<file path="src/rtl/spi_slave_stream.sv">
// SPI mode-0 slave. The SPI pins are oversampled on clk, and whole words are exchanged with local
// logic over valid/ready streams.
module spi_slave_stream #(
  parameter int unsigned           DATA_WIDTH  = 8,
  parameter int unsigned           SYNC_STAGES = 2,
  parameter logic [DATA_WIDTH-1:0] IDLE_WORD   = {DATA_WIDTH{1'b1}}
) (
  input  logic                  clk,
  input  logic                  reset,
  input  logic                  spi_clk,
  input  logic                  spi_cs_n,
  input  logic                  spi_mosi,
  output logic                  spi_miso,
  output logic                  spi_miso_oe,
  input  logic [DATA_WIDTH-1:0] tx_data,
  input  logic                  tx_valid,
  output logic                  tx_ready,
  output logic [DATA_WIDTH-1:0] rx_data,
  output logic                  rx_valid,
  input  logic                  rx_ready,
  output logic                  busy,
  output logic                  tx_underrun,
  output logic                  rx_overrun
);

  localparam int unsigned    CntW    = (DATA_WIDTH > 1) ? $clog2(DATA_WIDTH) : 1;
  localparam logic [CntW-1:0] LastBit = CntW'(DATA_WIDTH - 1);

  typedef enum logic [0:0] {StIdle, StActive} state_e;

  state_e state_q, state_d;

  logic [SYNC_STAGES-1:0] sclk_sync_q, cs_sync_q, mosi_sync_q;
  // One extra registered stage after the synchronizers, so the edge detect is registered.
  logic sclk_q, sclk_prev_q, cs_q, cs_prev_q, mosi_q;

  logic [CntW-1:0]       bit_cnt_q;
  logic [DATA_WIDTH-2:0] tx_shift_q;  // bits still to send after the one on spi_miso
  logic [DATA_WIDTH-2:0] rx_shift_q;
  logic                  miso_q;
  logic [DATA_WIDTH-1:0] buf_q;
  logic                  buf_full_q;
  logic [DATA_WIDTH-1:0] rx_data_q;
  logic                  rx_valid_q;
  logic                  underrun_q, overrun_q;

  logic sclk_rise, sclk_fall, cs_fall, cs_rise;
  logic select, deselect, load_word, shift_out, rx_shift_en, word_done;
  logic [DATA_WIDTH-1:0] next_word, rx_word;

  assign sclk_rise = sclk_q & ~sclk_prev_q;
  assign sclk_fall = ~sclk_q & sclk_prev_q;
  assign cs_fall   = ~cs_q & cs_prev_q;
  assign cs_rise   = cs_q & ~cs_prev_q;
  assign next_word = buf_full_q ? buf_q : IDLE_WORD;
  assign rx_word   = {rx_shift_q, mosi_q};

  always_comb begin
    state_d     = state_q;
    select      = 1'b0;
    deselect    = 1'b0;
    load_word   = 1'b0;
    shift_out   = 1'b0;
    rx_shift_en = 1'b0;
    word_done   = 1'b0;
    unique case (state_q)
      StIdle: begin
        if (cs_fall) begin
          state_d   = StActive;
          select    = 1'b1;
          load_word = 1'b1;
        end
      end
      StActive: begin
        // Deselect wins over any coincident clock edge.
        if (cs_rise) begin
          state_d  = StIdle;
          deselect = 1'b1;
        end else if (sclk_rise) begin
          rx_shift_en = 1'b1;
          word_done   = (bit_cnt_q == LastBit);
        end else if (sclk_fall) begin
          if (bit_cnt_q == '0) load_word = 1'b1;
          else                 shift_out = 1'b1;
        end
      end
      default: state_d = StIdle;
    endcase
  end

  always_ff @(posedge clk) begin
    if (reset) begin
      sclk_sync_q <= '0;
      cs_sync_q   <= '1;
      mosi_sync_q <= '0;
      sclk_q      <= 1'b0;
      sclk_prev_q <= 1'b0;
      cs_q        <= 1'b1;
      cs_prev_q   <= 1'b1;
      mosi_q      <= 1'b0;
      state_q     <= StIdle;
      bit_cnt_q   <= '0;
      tx_shift_q  <= '0;
      rx_shift_q  <= '0;
      miso_q      <= 1'b0;
      buf_q       <= '0;
      buf_full_q  <= 1'b0;
      rx_data_q   <= '0;
      rx_valid_q  <= 1'b0;
      underrun_q  <= 1'b0;
      overrun_q   <= 1'b0;
    end else begin
      sclk_sync_q <= {sclk_sync_q[SYNC_STAGES-2:0], spi_clk};
      cs_sync_q   <= {cs_sync_q[SYNC_STAGES-2:0], spi_cs_n};
      mosi_sync_q <= {mosi_sync_q[SYNC_STAGES-2:0], spi_mosi};
      sclk_q      <= sclk_sync_q[SYNC_STAGES-1];
      sclk_prev_q <= sclk_q;
      cs_q        <= cs_sync_q[SYNC_STAGES-1];
      cs_prev_q   <= cs_q;
      mosi_q      <= mosi_sync_q[SYNC_STAGES-1];

      state_q    <= state_d;
      underrun_q <= load_word & ~buf_full_q;
      overrun_q  <= word_done & rx_valid_q & ~rx_ready;

      // A load into an empty buffer may coincide with a word load, which then takes IDLE_WORD.
      if (tx_valid && !buf_full_q) begin
        buf_q      <= tx_data;
        buf_full_q <= 1'b1;
      end else if (load_word) begin
        buf_full_q <= 1'b0;
      end

      if (load_word) begin
        tx_shift_q <= next_word[DATA_WIDTH-2:0];
        miso_q     <= next_word[DATA_WIDTH-1];
      end
      if (shift_out) begin
        miso_q     <= tx_shift_q[DATA_WIDTH-2];
        tx_shift_q <= tx_shift_q << 1;
      end

      if (select) bit_cnt_q <= '0;
      if (rx_shift_en) begin
        rx_shift_q <= rx_word[DATA_WIDTH-2:0];
        bit_cnt_q  <= word_done ? '0 : bit_cnt_q + 1'b1;
      end

      if (word_done) begin
        rx_data_q  <= rx_word;
        rx_valid_q <= 1'b1;
      end else if (rx_valid_q && rx_ready) begin
        rx_valid_q <= 1'b0;
      end

      if (deselect) begin
        bit_cnt_q <= '0;
        miso_q    <= 1'b0;
      end
    end
  end

  assign busy        = (state_q == StActive);
  assign spi_miso_oe = busy;
  assign spi_miso    = miso_q;
  assign tx_ready    = ~buf_full_q;
  assign rx_data     = rx_data_q;
  assign rx_valid    = rx_valid_q;
  assign tx_underrun = underrun_q;
  assign rx_overrun  = overrun_q;

endmodule
</file>
<file path="config.mk">
export PLATFORM = sky130hd
export DESIGN_NAME = spi_slave_stream
export DESIGN_NICKNAME = d
export VERILOG_FILES = /design/src/rtl/spi_slave_stream.sv
export SDC_FILE = /design/constraint.sdc
export NUM_CORES = 1
export LEC_CHECK = 0
export CORE_UTILIZATION = 48
export DETAILED_ROUTE_END_ITERATION = 10
export PLACE_DENSITY = 0.74
export REMOVE_ABC_BUFFERS = 1
export SYNTH_ARGS = -nofsm -noshare
export SYNTH_HDL_FRONTEND = slang
export SYNTH_SLANG_ARGS = --single-unit
</file>
<file path="constraint.sdc">
create_clock -name clk -period 1.7 [get_ports clk]
set_clock_uncertainty 0.1 [all_clocks]
set_input_delay 0.34 -clock clk [delete_from_list [all_inputs] [get_ports clk]]
set_output_delay 0.34 -clock clk [all_outputs]
set_load 0.05 [all_outputs]
</file>
Yosys cells after proc, flatten, opt, wreduce, memory -nomap -nowiden
Index checks and enable logic that the tools add are counted.
{"block": "totals", "register_bits": 50, "in_bits": 15, "out_inout_bits": 15, "elab_cells": 80}
{"block": "op_classes", "addsub": 1, "eq_ne": 1, "mux": 34, "bitwise_logic": 14, "n_reduce_logical": 10}
{"cell": "$mux W1", "count": 26}
{"cell": "$mux W7", "count": 2}
{"cell": "$mux W3", "count": 3}
{"cell": "$mux W8", "count": 1}
{"cell": "$reduce_bool A2 Y1", "count": 4}
{"cell": "$and A1 B1 Y1", "count": 7}
{"cell": "$not A1 Y1", "count": 7}
{"cell": "$pmux W1 S2", "count": 2}
{"cell": "$reduce_or A2 Y1", "count": 2}
{"cell": "$add A3 B1 Y3 const B", "count": 1}
{"cell": "$eq A3 B3 Y1 const B", "count": 1}
{"cell": "$logic_not A3 Y1", "count": 1}
{"cell": "$logic_and A1 B1 Y1", "count": 2}
{"cell": "$logic_not A1 Y1", "count": 1}

Depth between registers and ports, before layout
Gate-level depths: netlist of run 1.
{"block": "logic_depth", "word_depth": 8, "mapped_depth": 7, "mapped_depth_nobuf": 5}

Worst setup path after synthesis of run 1
Ideal clock, no wire load.
{"block": "synth_timing", "path_kind": "register -> register", "from": "reg state_q (netlist: busy)", "to": "reg miso_q (netlist: spi_miso)", "setup_ns": 0.143, "arrival_ns": 1.508, "required_time_ns": 1.457, "path_slack_ns": -0.050, "stages_incl_launch_ff": 5, "n_path_buf": 1, "period_less_slack_ns": 1.750, "path_cell_list": "dfxtp_1 > buf_6 > nand4b_1 > o32ai_4 > a2111oi_2"}
{"block": "synth_between", "elab_chain_cells": 3, "word_cells_on_any_way": 7, "cone_classes": "4 x mux; 1 x bitwise; 2 x reduce/logical"}
{"item": "from (decl)", "line_no": "31", "rtl": "state_e state_q, state_d;"}
{"item": "from (signal assigned)", "line_no": "101", "rtl": "state_q <= StIdle;"}
{"item": "from (signal assigned)", "line_no": "122", "rtl": "state_q <= state_d;"}
{"item": "$not A1 Y1"}
{"item": "$pmux W1 S2", "line_no": "66", "rtl": "unique case (state_q)"}
{"item": "$reduce_bool A2 Y1 (no line)"}
{"item": "to (signal assigned)", "line_no": "136", "rtl": "miso_q <= next_word[DATA_WIDTH-1];"}
{"item": "to (signal assigned)", "line_no": "139", "rtl": "miso_q <= tx_shift_q[DATA_WIDTH-2];"}
{"item": "to (decl)", "line_no": "40", "rtl": "logic miso_q;"}
Several ways; a longest one is shown, not always the timed one.
A chain may end at the register's enable or synchronous reset.

Worst setup path in the final report of run 1
{"block": "layout_timing", "from": "reg bit_cnt_q[0]", "to": "reg tx_shift_q[1]"}
{"block": "layout_between", "elab_chain_cells": 7, "word_cells_on_any_way": 13, "cone_classes": "11 x mux; 2 x reduce/logical"}
{"item": "from (decl)", "line_no": "37", "rtl": "logic [CntW-1:0] bit_cnt_q;"}
{"item": "from (signal assigned)", "line_no": "146", "rtl": "bit_cnt_q <= word_done ? '0 : bit_cnt_q + 1'b1;"}
{"item": "$logic_not A3 Y1 (*)", "line_no": "83", "rtl": "if (bit_cnt_q == '0) load_word = 1'b1;"}
{"item": "$mux W1", "line_no": "83"}
{"item": "$mux W1", "line_no": "82", "rtl": "end else if (sclk_fall) begin"}
{"item": "$mux W1", "line_no": "79", "rtl": "end else if (sclk_rise) begin"}
{"item": "$mux W1", "line_no": "76", "rtl": "if (cs_rise) begin"}
{"item": "$pmux W1 S2 or $mux W1 (tied branches)", "line_no": "66"}
{"item": "$reduce_bool A2 Y1 (no line) or $mux W7 (tied branches)"}
{"item": "to (signal assigned)", "line_no": "135", "rtl": "tx_shift_q <= next_word[DATA_WIDTH-2:0];"}
{"item": "to (signal assigned)", "line_no": "140", "rtl": "tx_shift_q <= tx_shift_q << 1;"}
{"item": "to (decl)", "line_no": "38", "rtl": "logic [DATA_WIDTH-2:0] tx_shift_q;"}
Every way passes the cells marked *; elsewhere a longest branch is shown, timed or not.

==> metrics.md, run 1 <==
| Metric | Value |
|---|---|
| Critical Path RT | `1790 ps` |
| Share of cells above drive strength 1 | `~21%` |
| Dominant cells by area after synthesis | `dfxtp_1, a21oi_1, a2111oi_2` |
| CTS HTree Levels | `2` |
| Critical path launch point type | `register` |
| Hold path start | `cs_sync_q[0]$_SDFF_PP1_` |
| Worst R2R Path Depth | `6` |
| DR pass1 iterations | `4` |
| Die area | `4683 um^2` |
| Slowest-stage cell, CP | `a2111oi_2` |
| FF-to-FF setup slack | `60 ps` |
| Total GRT Usage | `20.58%` |
| # nets final | `273` |
| CTS Buffer Depth | `2` |
| Most common cell in the netlist | `dfxtp_1` |
| Avg Cell Area, Syn | `9.332 um^2` |
| Initial DRC Count | `127` |
| Routability cong. | `0.7851` |
| Final period util | `approximately 96%` |
| Critical path, cell by cell | `inv_1 -> ha_1 -> nand4b_1 -> o32ai_4 -> buf_12 -> a2111oi_2` |
| Core ar. | `4115 um^2` |
| Final Cell Area | `2618 um^2` |
| Fillers | `334` |
| Tmin final | `1636 ps` |
| Fmax | `611.3 MHz` |
| First-pass GRT wire length | `~7.1 mm` |
| Worst slew margin | `71.14%` |
| Cells after Synth | `227` |
| Post-synth ARST share | `0%` |
| Fin util | `63.61%` |
| Worst slew pin tran | `432.8 ps` |
| Psw | `0.4982 mW` |
| Crit-path max cell delay | `370 ps` |
| Power Density | `856.9 nW/um^2` |
| Row count | `23` |
| Largest net degree at the start of global routing | `26` |
| Levels on crit path | `6` |
| DP Area | `2495 um^2` |
| Crit path max-delay family | `compound AO/OA/AOI/OAI gates` |
| Ports | `30` |
| Antenna violations before repair | `0` |
| Number of global-route vias before repair | `1,569` |
| Worst-path clk slew | `80 ps` |
| Worst Setup SP | `bit_cnt_q[0]$_SDFFE_PP0P_` |
| #FFs+latches synth | `50` |
| CTS root buf | `clkbuf_8` |
| Die height | `68.43 um` |
| Hold buffer count at CTS | `0` |
| Clock latency at the later pin of the worst-skew pair | `300 ps` |
| Syn Std Cell Area | `2118 um^2` |
| Drt total wl | `between 4 and 5 mm` |
| Post-synth top cells | `dfxtp_1, a21oi_1, nand2_1, inv_1, nand4_1` |
| Sequential share of power | `54.6%` |
| Yosys top cell by area | `dfxtp_1` |
| DR vias/cell | `5.650` |
| Worst setup EP type | `register` |
| RSZ-0062 raised after global routing | `true` |
| Worst path bufs/invs | `2` |
| CTS tree | `done` |
| Outcome | `complete, no violations` |
| Kind of critical path | `register to register` |
| Post-synth EDFFs | `0` |
| Crit path DAT | `about 1700 ps` |
| Post-DRT Antenna Nets | `0` |
| CP Capture Point | `tx_shift_q[1]$_SDFFE_PP0P_` |
| Switching share of total power | `22.21%` |
| Max-slew violations | `0` |
| Final setup vio count | `0` |
| Hold violation count in the final report | `0` |
| Total gr overflow | `0` |
| Top cell type's share of synthesized area | `47.25%` |
| Combinational share of power | `under 10%` |
| P&R area growth vs syn | `23.57%` |
| Worst R2R Start | `bit_cnt_q[0]$_SDFFE_PP0P_` |
| IO Port Bufs | `29` |
| Clock Power Share | `36.1%` |
| Ys flop type | `dfxtp_1` |
| Hold Crit Class | `register to register` |
| Ys Warns | `0` |
| TritonCTS Buffers | `5` |
| Total number of vias | `1,729` |
| Max-cap viol count | `0` |
| TritonCTS Sinks | `50` |
| Number of distinct library cells after synthesis | `36` |
| DR WL/cell | `13.86 um` |
| P_leak | `~0.93 nW` |
| Die W | `68.43 um` |
| Sequential-to-total area share from yosys stat | `47.25%` |
| Max rail drop VDD | `about 570 uV` |
| Post-CTS setup buffers | `0` |
| Internal cell power | `1.745 mW` |
| HPWL Detailed | `2.811 mm` |
| DRC viols | `0` |
| RR Endpoint | `tx_shift_q[1]$_SDFFE_PP0P_` |
| Initial Util | `51.47%` |
| Peak fanout along the critical path | `7` |
| Antenna Diode Count | `0` |
layout by cell type, fill, tap and decap left out, types with 2 or more instances in the layout:
cell             Yosys  final
a2111oi_2            7      7
a211oi_1             7      7
a21oi_1             28     28
buf_12               0      7
buf_4                2     22
clkbuf_1             6      2
clkbuf_8             0      5
clkdlybuf4s50_1      0     14
dfxtp_1             50     49
ha_1                 3      3
inv_1               12     12
nand2_1             17     17
nand2b_1             4      4
nand3_1              8      8
nand3b_1             3      3
nand4_1             11     11
nor2_1               3      3
nor2b_1              9      8
nor3_1               2      2
nor4_1               7      6
o211ai_1             3      3
o21ai_1              7      7
o31ai_1              8      8
or2_2                4      4
power by group through the flow:
stage	Clock, mW	Combinational (mW)	Sequential, mW
2_1_floorplan	0	0.0891	1.26
3_3_place_gp	0	0.205	1.25
3_5_place_dp	0	0.208	1.25
4_1_cts	0.832	0.210	1.22
5_1_grt	0.884	0.226	1.23
6_report	0.810	0.208	1.22
worst min-delay path by stage:
stage	slack [ps]	to	cells past startpoint
global placement	290	cs_sync_q[1]$_SDFF_PP1_	1
global route	340	cs_sync_q[1]$_SDFF_PP1_	1
detailed placement	300	cs_sync_q[1]$_SDFF_PP1_	1
finish	310	cs_sync_q[1]$_SDFF_PP1_	1
CTS	320	cs_sync_q[1]$_SDFF_PP1_	1
floorplan	290	cs_q$_SDFF_PP1_	1
stage by stage:
stage	std cells	TNS (ps)	power (mW)	setup slack [ps]	hold slack [ps]
finish	306	0	2.243	64.23	314.9
global placement	298	0	1.456	90.77	292.2
global route	306	-18.12	2.340	-12.09	336.2
detailed placement	298	0	1.460	24.81	298.9
floorplan	205	-15680	1.346	-641.4	289.5
CTS	306	0	2.266	1.684	319.8
worst register-to-register path, stage by stage (launching register included):
cell and delay (ps):
dfxtp_2 350, inv_1 60, ha_1 220, nand4b_1 160
o32ai_4 110, buf_12 160, a2111oi_2 370
final cells by class:
| class | instances | area, um^2 | share of cell area, % |
|---|---|---|---|
| clock inverter | 1 | 30.03 | 1.147 |
| inverter | 12 | 45.04 | 1.721 |
| clock buffer | 7 | 76.32 | 2.916 |
| timing repair buffer | 43 | 445.4 | 17.02 |
| sequential | 50 | 1002 | 38.29 |
| multi-input combinational | 143 | 955.9 | 36.52 |
| tap | 50 | 62.56 | 2.390 |
per-layer routing:
layer  GRT usage [%]  vias to the layer above  part of all wire (%)
met4           7.813                        0                   1.4
met5               0                        -                     0
met3           6.000                        5                   4.3
met2           32.23                       48                    48
li1                -                      872                     -
met1           26.48                      804                    47
sequential cells by signal, summed over array words and instances (netlist names), 2 cells and up:
name         cells
bit_cnt_q        3
buf_q            8
cs_sync_q        2
mosi_sync_q      2
rx_data          8
rx_shift_q       7
sclk_sync_q      2
tx_shift_q       7
repair_timing:
item / CTS / global route
endpoints found under the setup margin: 0 / 10
gates resized for setup: 0 / 5
endpoints found under the hold margin: 0 / 0
cell families after synthesis:
kind of cell / synth area share [%]
and+or+nand+nor: 20.02
AOI/OAI and AO/OA: 22.62
DFF: 47.25
buffers and inverters: 8.328
adders and majority gates: 1.772
Note: power is estimated with default switching activity, not from simulation.
==> run 2, diff against run 1 <==
==> constraint.sdc (replaced) <==
create_clock -name clk -period 1.4 [get_ports clk]
set_clock_uncertainty 0.1 [all_clocks]
set_input_delay 0.28 -clock clk [delete_from_list [all_inputs] [get_ports clk]]
set_output_delay 0.28 -clock clk [all_outputs]
set_load 0.05 [all_outputs]
==> metrics.md, run 2 (synthesis results as in run 1) <==
| Metric | Value |
|---|---|
| Worst path bufs/invs | `2` |
| Number of global-route vias before repair | `between 1,500 and 2,000` |
| DR vias/cell | `6.034` |
| Row count | `23` |
| First-pass GRT wire length | `7.624 mm` |
| Fmax | `652.4 MHz` |
| Initial Util | `between 50% and 60%` |
| Clock Power Share | `32.9%` |
| Tot Pwr | `2.692 mW` |
| CTS Buffer Depth | `2` |
| DP Area | `roughly 2800 um^2` |
| TritonCTS Buffers | `5` |
| DR WL/cell | `16.17 um` |
| Max rail drop VDD | `658.6 uV` |
| Hold buffer count at CTS | `0` |
| Share of cells above drive strength 1 | `38.99%` |
| Final Cell Area | `3136 um^2` |
| Hold Crit Class | `register to register` |
| Antenna violations before repair | `0` |
| Post-DRT Antenna Nets | `0` |
| Final period util | `109.5%` |
| Die height | `between 60 and 70 um` |
| Worst setup EP type | `register` |
| Power Density | `about 860 nW/um^2` |
| Initial DRC Count | `178` |
| Slowest-stage cell, CP | `dfxtp_2` |
| Crit path DAT | `1640 ps` |
| P&R area growth vs syn | `48.02%` |
| Fillers | `268` |
| Critical path, cell by cell | `buf_4 -> ha_1 -> ha_2 -> inv_6 -> o31ai_2 -> a21oi_1` |
| Setup TNS | `-1736 ps` |
| Critical path launch point type | `register` |
| Die W | `68.43 um` |
| Crit-path max cell delay | `350 ps` |
| Kind of critical path | `register to register` |
| Combinational share of power | `a little under an eighth` |
| Most common cell after layout, fill and taps aside | `dfxtp_1` |
| CTS tree | `done` |
| CTS HTree Levels | `2` |
| Die area | `4683 um^2` |
| Total GRT Usage | `22.08%` |
| Max-cap viol count | `0` |
| Hold violation count in the final report | `0` |
| IO Port Bufs | `29` |
| Final setup vio count | `21` |
| Worst hold margin | `317.0 ps` |
| Fin util | `76.19%` |
| Psw | `0.6712 mW` |
| Drt total wl | `between 5 and 6 mm` |
| Ports | `30` |
| Internal cell power | `2.021 mW` |
| HPWL Detailed | `around 3.0 mm` |
| TritonCTS Sinks | `50` |
| Core ar. | `4115 um^2` |
| Total area of sequential cells | `1011 um^2` |
| Sequential share of power | `55.3%` |
| Area of the multi-input gates | `1157 um^2` |
| Most frequent cells in the layout | `dfxtp_1, a21oi_1, buf_4, buf_12, nand2_1` |
| Routability cong. | `between 0.7 and 0.8` |
| Tmin final | `1533 ps` |
| CTS root buf | `clkbuf_8` |
| DR pass1 iterations | `6` |
| # nets final | `294` |
| FF-to-FF setup slack | `-130 ps` |
| Antenna Diode Count | `0` |
| Worst-path clk slew | `90 ps` |
| Switching share of total power | `24.93%` |
| Violations in the final reports | `negative setup slack` |
| Crit path max-delay family | `adder cells` |
| Max-slew violations | `0` |
| Largest net degree at the start of global routing | `20` |
| Worst slew margin | `71.17%` |
| Outcome | `complete, but fails checks` |
| Critical Path RT | `1510 ps` |
| P_leak | `1.073 nW` |
| Total number of vias | `1,973` |
| Total gr overflow | `0` |
| Worst setup margin | `-132.8 ps` |
| Peak fanout along the critical path | `11` |
| DRC viols | `0` |
| RSZ-0062 raised after global routing | `true` |
| Clock latency at the later pin of the worst-skew pair | `310 ps` |
| Worst slew pin tran | `429.9 ps` |
[run 2: final timing paths]
kind                             end  cells after the start                       from
max          rx_data[4]$_SDFFE_PP0P_                      6  bit_cnt_q[0]$_SDFFE_PP0P_
max reg2reg  rx_data[4]$_SDFFE_PP0P_                      6  bit_cnt_q[0]$_SDFFE_PP0P_
min reg2reg  cs_sync_q[1]$_SDFF_PP1_                      1    cs_sync_q[0]$_SDFF_PP1_
min          cs_sync_q[1]$_SDFF_PP1_                      1    cs_sync_q[0]$_SDFF_PP1_
[run 2: metrics by stage]
stage | instances | setup slack, ps
detailed placement | 315 | -286.4
floorplan | 205 | -941.4
global placement | 315 | -227.6
finish | 327 | -132.8
CTS | 323 | -90.77
global route | 327 | -207.6
[run 2: repair_timing]
| item | in CTS | in global routing |
|---|---|---|
| gates resized for setup | 35 | 18 |
| pin swaps | 4 | 8 |
| gates cloned | 0 | 0 |
| setup endpoints to repair | 28 | 29 |
| setup buffers | 1 | 4 |
[run 2: routing by layer]
layer | GRT usage [%] | wire, um
met4 | 9.375 | 187
met5 | 0 | 0
met2 | 36.64 | 2738
met3 | 4.667 | 228
met1 | 27.36 | 2134
[run 2: final cells by class]
type | instances | area share, %
clock inverters | 2 | 0.3990
inverters | 12 | 1.596
repair buffers | 64 | 24.22
well taps | 50 | 1.995
clock buffers | 6 | 2.634
multi-input cells | 143 | 36.91
flip-flops and latches | 50 | 32.24
[run 2: power groups by stage]
stage	logic (mW)	clock network, mW	registers, mW
after CTS	0.300	0.891	1.49
after global routing	0.342	0.958	1.49
after detailed placement	0.287	0	1.52
final	0.319	0.885	1.49
after global placement	0.281	0	1.52
after floorplan	0.108	0	1.53
==> run 3, diff against run 2 <==
--- a/config.mk
+++ b/config.mk
@@ -7,6 +7,7 @@
 export LEC_CHECK = 0
 export CORE_UTILIZATION = 48
 export DETAILED_ROUTE_END_ITERATION = 10
+export GPL_TIMING_DRIVEN = 0
 export PLACE_DENSITY = 0.74
 export REMOVE_ABC_BUFFERS = 1
 export SYNTH_ARGS = -nofsm -noshare
==> metrics.md, run 3 (synthesis results as in run 1) <==
| Metric | Value |
|---|---|
| CTS tree | `done` |
| Max-slew violations | `0` |
| Met3 Track Usage GR | `4.167%` |
| Worst slew pin tran | `1043 ps` |
| Tmin final | `1549 ps` |
| Max-cap viol count | `0` |
| Busiest grt layer | `met2` |
| Crit path DAT | `1590 ps` |
| Outcome | `complete, but fails checks` |
| RSZ-0062 raised after global routing | `true` |
| CTS root buf | `clkbuf_8` |
| Internal cell power | `1.964 mW` |
| DRC viols | `0` |
| IO Port Bufs | `29` |
| Clock latency at the later pin of the worst-skew pair | `300 ps` |
| Worst slack at placement | `-733.7 ps` |
| Die W | `68.43 um` |
| Fillers | `313` |
| Crit-path max cell delay | `roughly 370 ps` |
| Routability cong. | `a little over 0.8` |
| DR vias/cell | `~5.7` |
| Critical path launch point type | `register` |
| Antenna Diode Count | `0` |
| Fmax | `645.4 MHz` |
| Sequential share of power | `57.4%` |
| Drt total wl | `approximately 5.0 mm` |
| Most frequent cells in the layout | `dfxtp_1, a21oi_1, nand2_1, clkdlybuf4s50_1, buf_4` |
| Hold violation count in the final report | `0` |
| Worst slew margin | `~30%` |
| Total GRT Usage | `21.43%` |
| Combinational share of power | `9.8%` |
| TritonCTS Buffers | `5` |
| Kind of critical path | `register to register` |
| Ports | `30` |
| CTS Buffer Depth | `2` |
| Core ar. | `4115 um^2` |
| Switching share of total power | `24.17%` |
| FF-to-FF setup slack | `-150 ps` |
| # nets final | `between 200 and 300` |
| P_leak | `0.9545 nW` |
| Die area | `around 4700 um^2` |
| Worst-path clk slew | `approximately 90 ps` |
| Max rail drop VDD | `roughly 740 uV` |
| Row count | `23` |
| Share of cells above drive strength 1 | `35.77%` |
| Final setup vio count | `18` |
| Total gr overflow | `0` |
| Peak fanout along the critical path | `6` |
| Met2 usage | `34.19%` |
| DP Area | `2335 um^2` |
| Final period util | `110.7%` |
| Critical path, cell by cell | `inv_4 -> ha_4 -> nand4b_1 -> o32ai_4 -> buf_12 -> a2111oi_2` |
| DR pass1 iterations | `4` |
| First-pass GRT wire length | `7.362 mm` |
| Total number of vias | `1,777` |
| Critical Path RT | `1440 ps` |
| Most common cell after layout, fill and taps aside | `dfxtp_1` |
| Slowest-stage cell, CP | `dfxtp_4` |
| GR Layer Usage met1 | `28.22%` |
| Initial DRC Count | `180` |
| P&R area growth vs syn | `36.21%` |
| Psw | `0.6260 mW` |
| TritonCTS Sinks | `50` |
| Worst setup EP type | `register` |
| HPWL Detailed | `2.398 mm` |
| Final Cell Area | `2885 um^2` |
| Number of global-route vias before repair | `~1,600` |
| Antenna violations before repair | `0` |
| CTS HTree Levels | `2` |
| Hold Crit Class | `register to register` |
| Initial Util | `about 50%` |
| Largest net degree at the start of global routing | `50` |
| Power Density | `897.8 nW/um^2` |
| Post-DRT Antenna Nets | `0` |
| Clock Power Share | `32.8%` |
| Violations in the final reports | `negative setup slack` |
| Die height | `68.43 um` |
| Worst setup margin | `-149.4 ps` |
| DR WL/cell | `16.00 um` |
==> run 3: changes by cell type in the layout (fill, tap and decap cells not counted), moves of 3 or more <==
cell	delta
buf_2	+11
a211oi_2	-3
buf_12	-16
o31ai_4	+4
a211oi_1	+3
o31ai_2	-4
buf_4	-15
==> run 3: critical path, delay by kind of cell (launching register included) <==
kind	cells	cell delay, ps
AO/OA/AOI/OAI	2	390
adder cells (fa/ha/maj)	1	140
buffers and inverters	2	250
flip-flops	1	370
AND/OR/NAND/NOR	1	140
==> run 3: power by group through the flow <==
stage	Clock (mW)	Sequential, mW	Combinational, mW
2_1_floorplan	0	1.53	0.108
3_3_place_gp	0	1.52	0.211
3_5_place_dp	0	1.52	0.211
4_1_cts	0.855	1.49	0.224
5_1_grt	0.926	1.49	0.272
6_report	0.850	1.49	0.253
==> run 3: layer usage <==
layer / up-vias / wire [um] / part of all wire [%]
met5: - / 0 / 0
met4: 0 / 71 / 1.4
met3: 6 / 146 / 2.9
met2: 33 / 2506 / 51
met1: 860 / 2235 / 45
li1: 878 / - / -
==> run 3: path summary, 6_finish.rpt <==
path,start,to,depth (start not counted)
hold reg to reg,cs_sync_q[0]$_SDFF_PP1_,cs_sync_q[1]$_SDFF_PP1_,1
setup / recovery,bit_cnt_q[0]$_SDFFE_PP0P_,tx_shift_q[4]$_SDFFE_PP0P_,6
setup reg to reg,bit_cnt_q[0]$_SDFFE_PP0P_,tx_shift_q[4]$_SDFFE_PP0P_,6
hold / removal,cs_sync_q[0]$_SDFF_PP1_,cs_sync_q[1]$_SDFF_PP1_,1
==> run 3: area by class of cell <==
type                    count  area (um^2)  area share (%)
clock inverters             1        5.005          0.1735
clock buffers               7        86.33           2.992
repair buffers             46        404.1           14.01
multi-input cells         144         1257           43.58
flip-flops and latches     50         1016           35.21
inverters                  12        53.80           1.865
well taps                  50        62.56           2.168
==> run 3: timing repair <==
| action | CTS | global route |
|---|---|---|
| hold buffers | 0 | 0 |
| pin swaps | 10 | 22 |
| buffers inserted | 13 | 5 |
| gates cloned | 1 | 0 |
| setup endpoints to repair | 45 | 42 |
| resized for setup | 91 | 58 |
==> run 3: metrics by stage <==
stage / util [%] / setup TNS (ps) / hold WS (ps) / std cells / power (mW)
detailed placement: 56.73 / -18430 / 294.6 / 284 / 1.730
finish: 70.11 / -1565 / 313.4 / 310 / 2.590
floorplan: - / -24930 / 248.9 / 205 / 1.635
global placement: 56.86 / -51930 / 292.5 / 284 / 1.729
CTS: 64.24 / -1300 / 313.5 / 306 / 2.567
global route: 70.11 / -2473 / 323.6 / 310 / 2.689
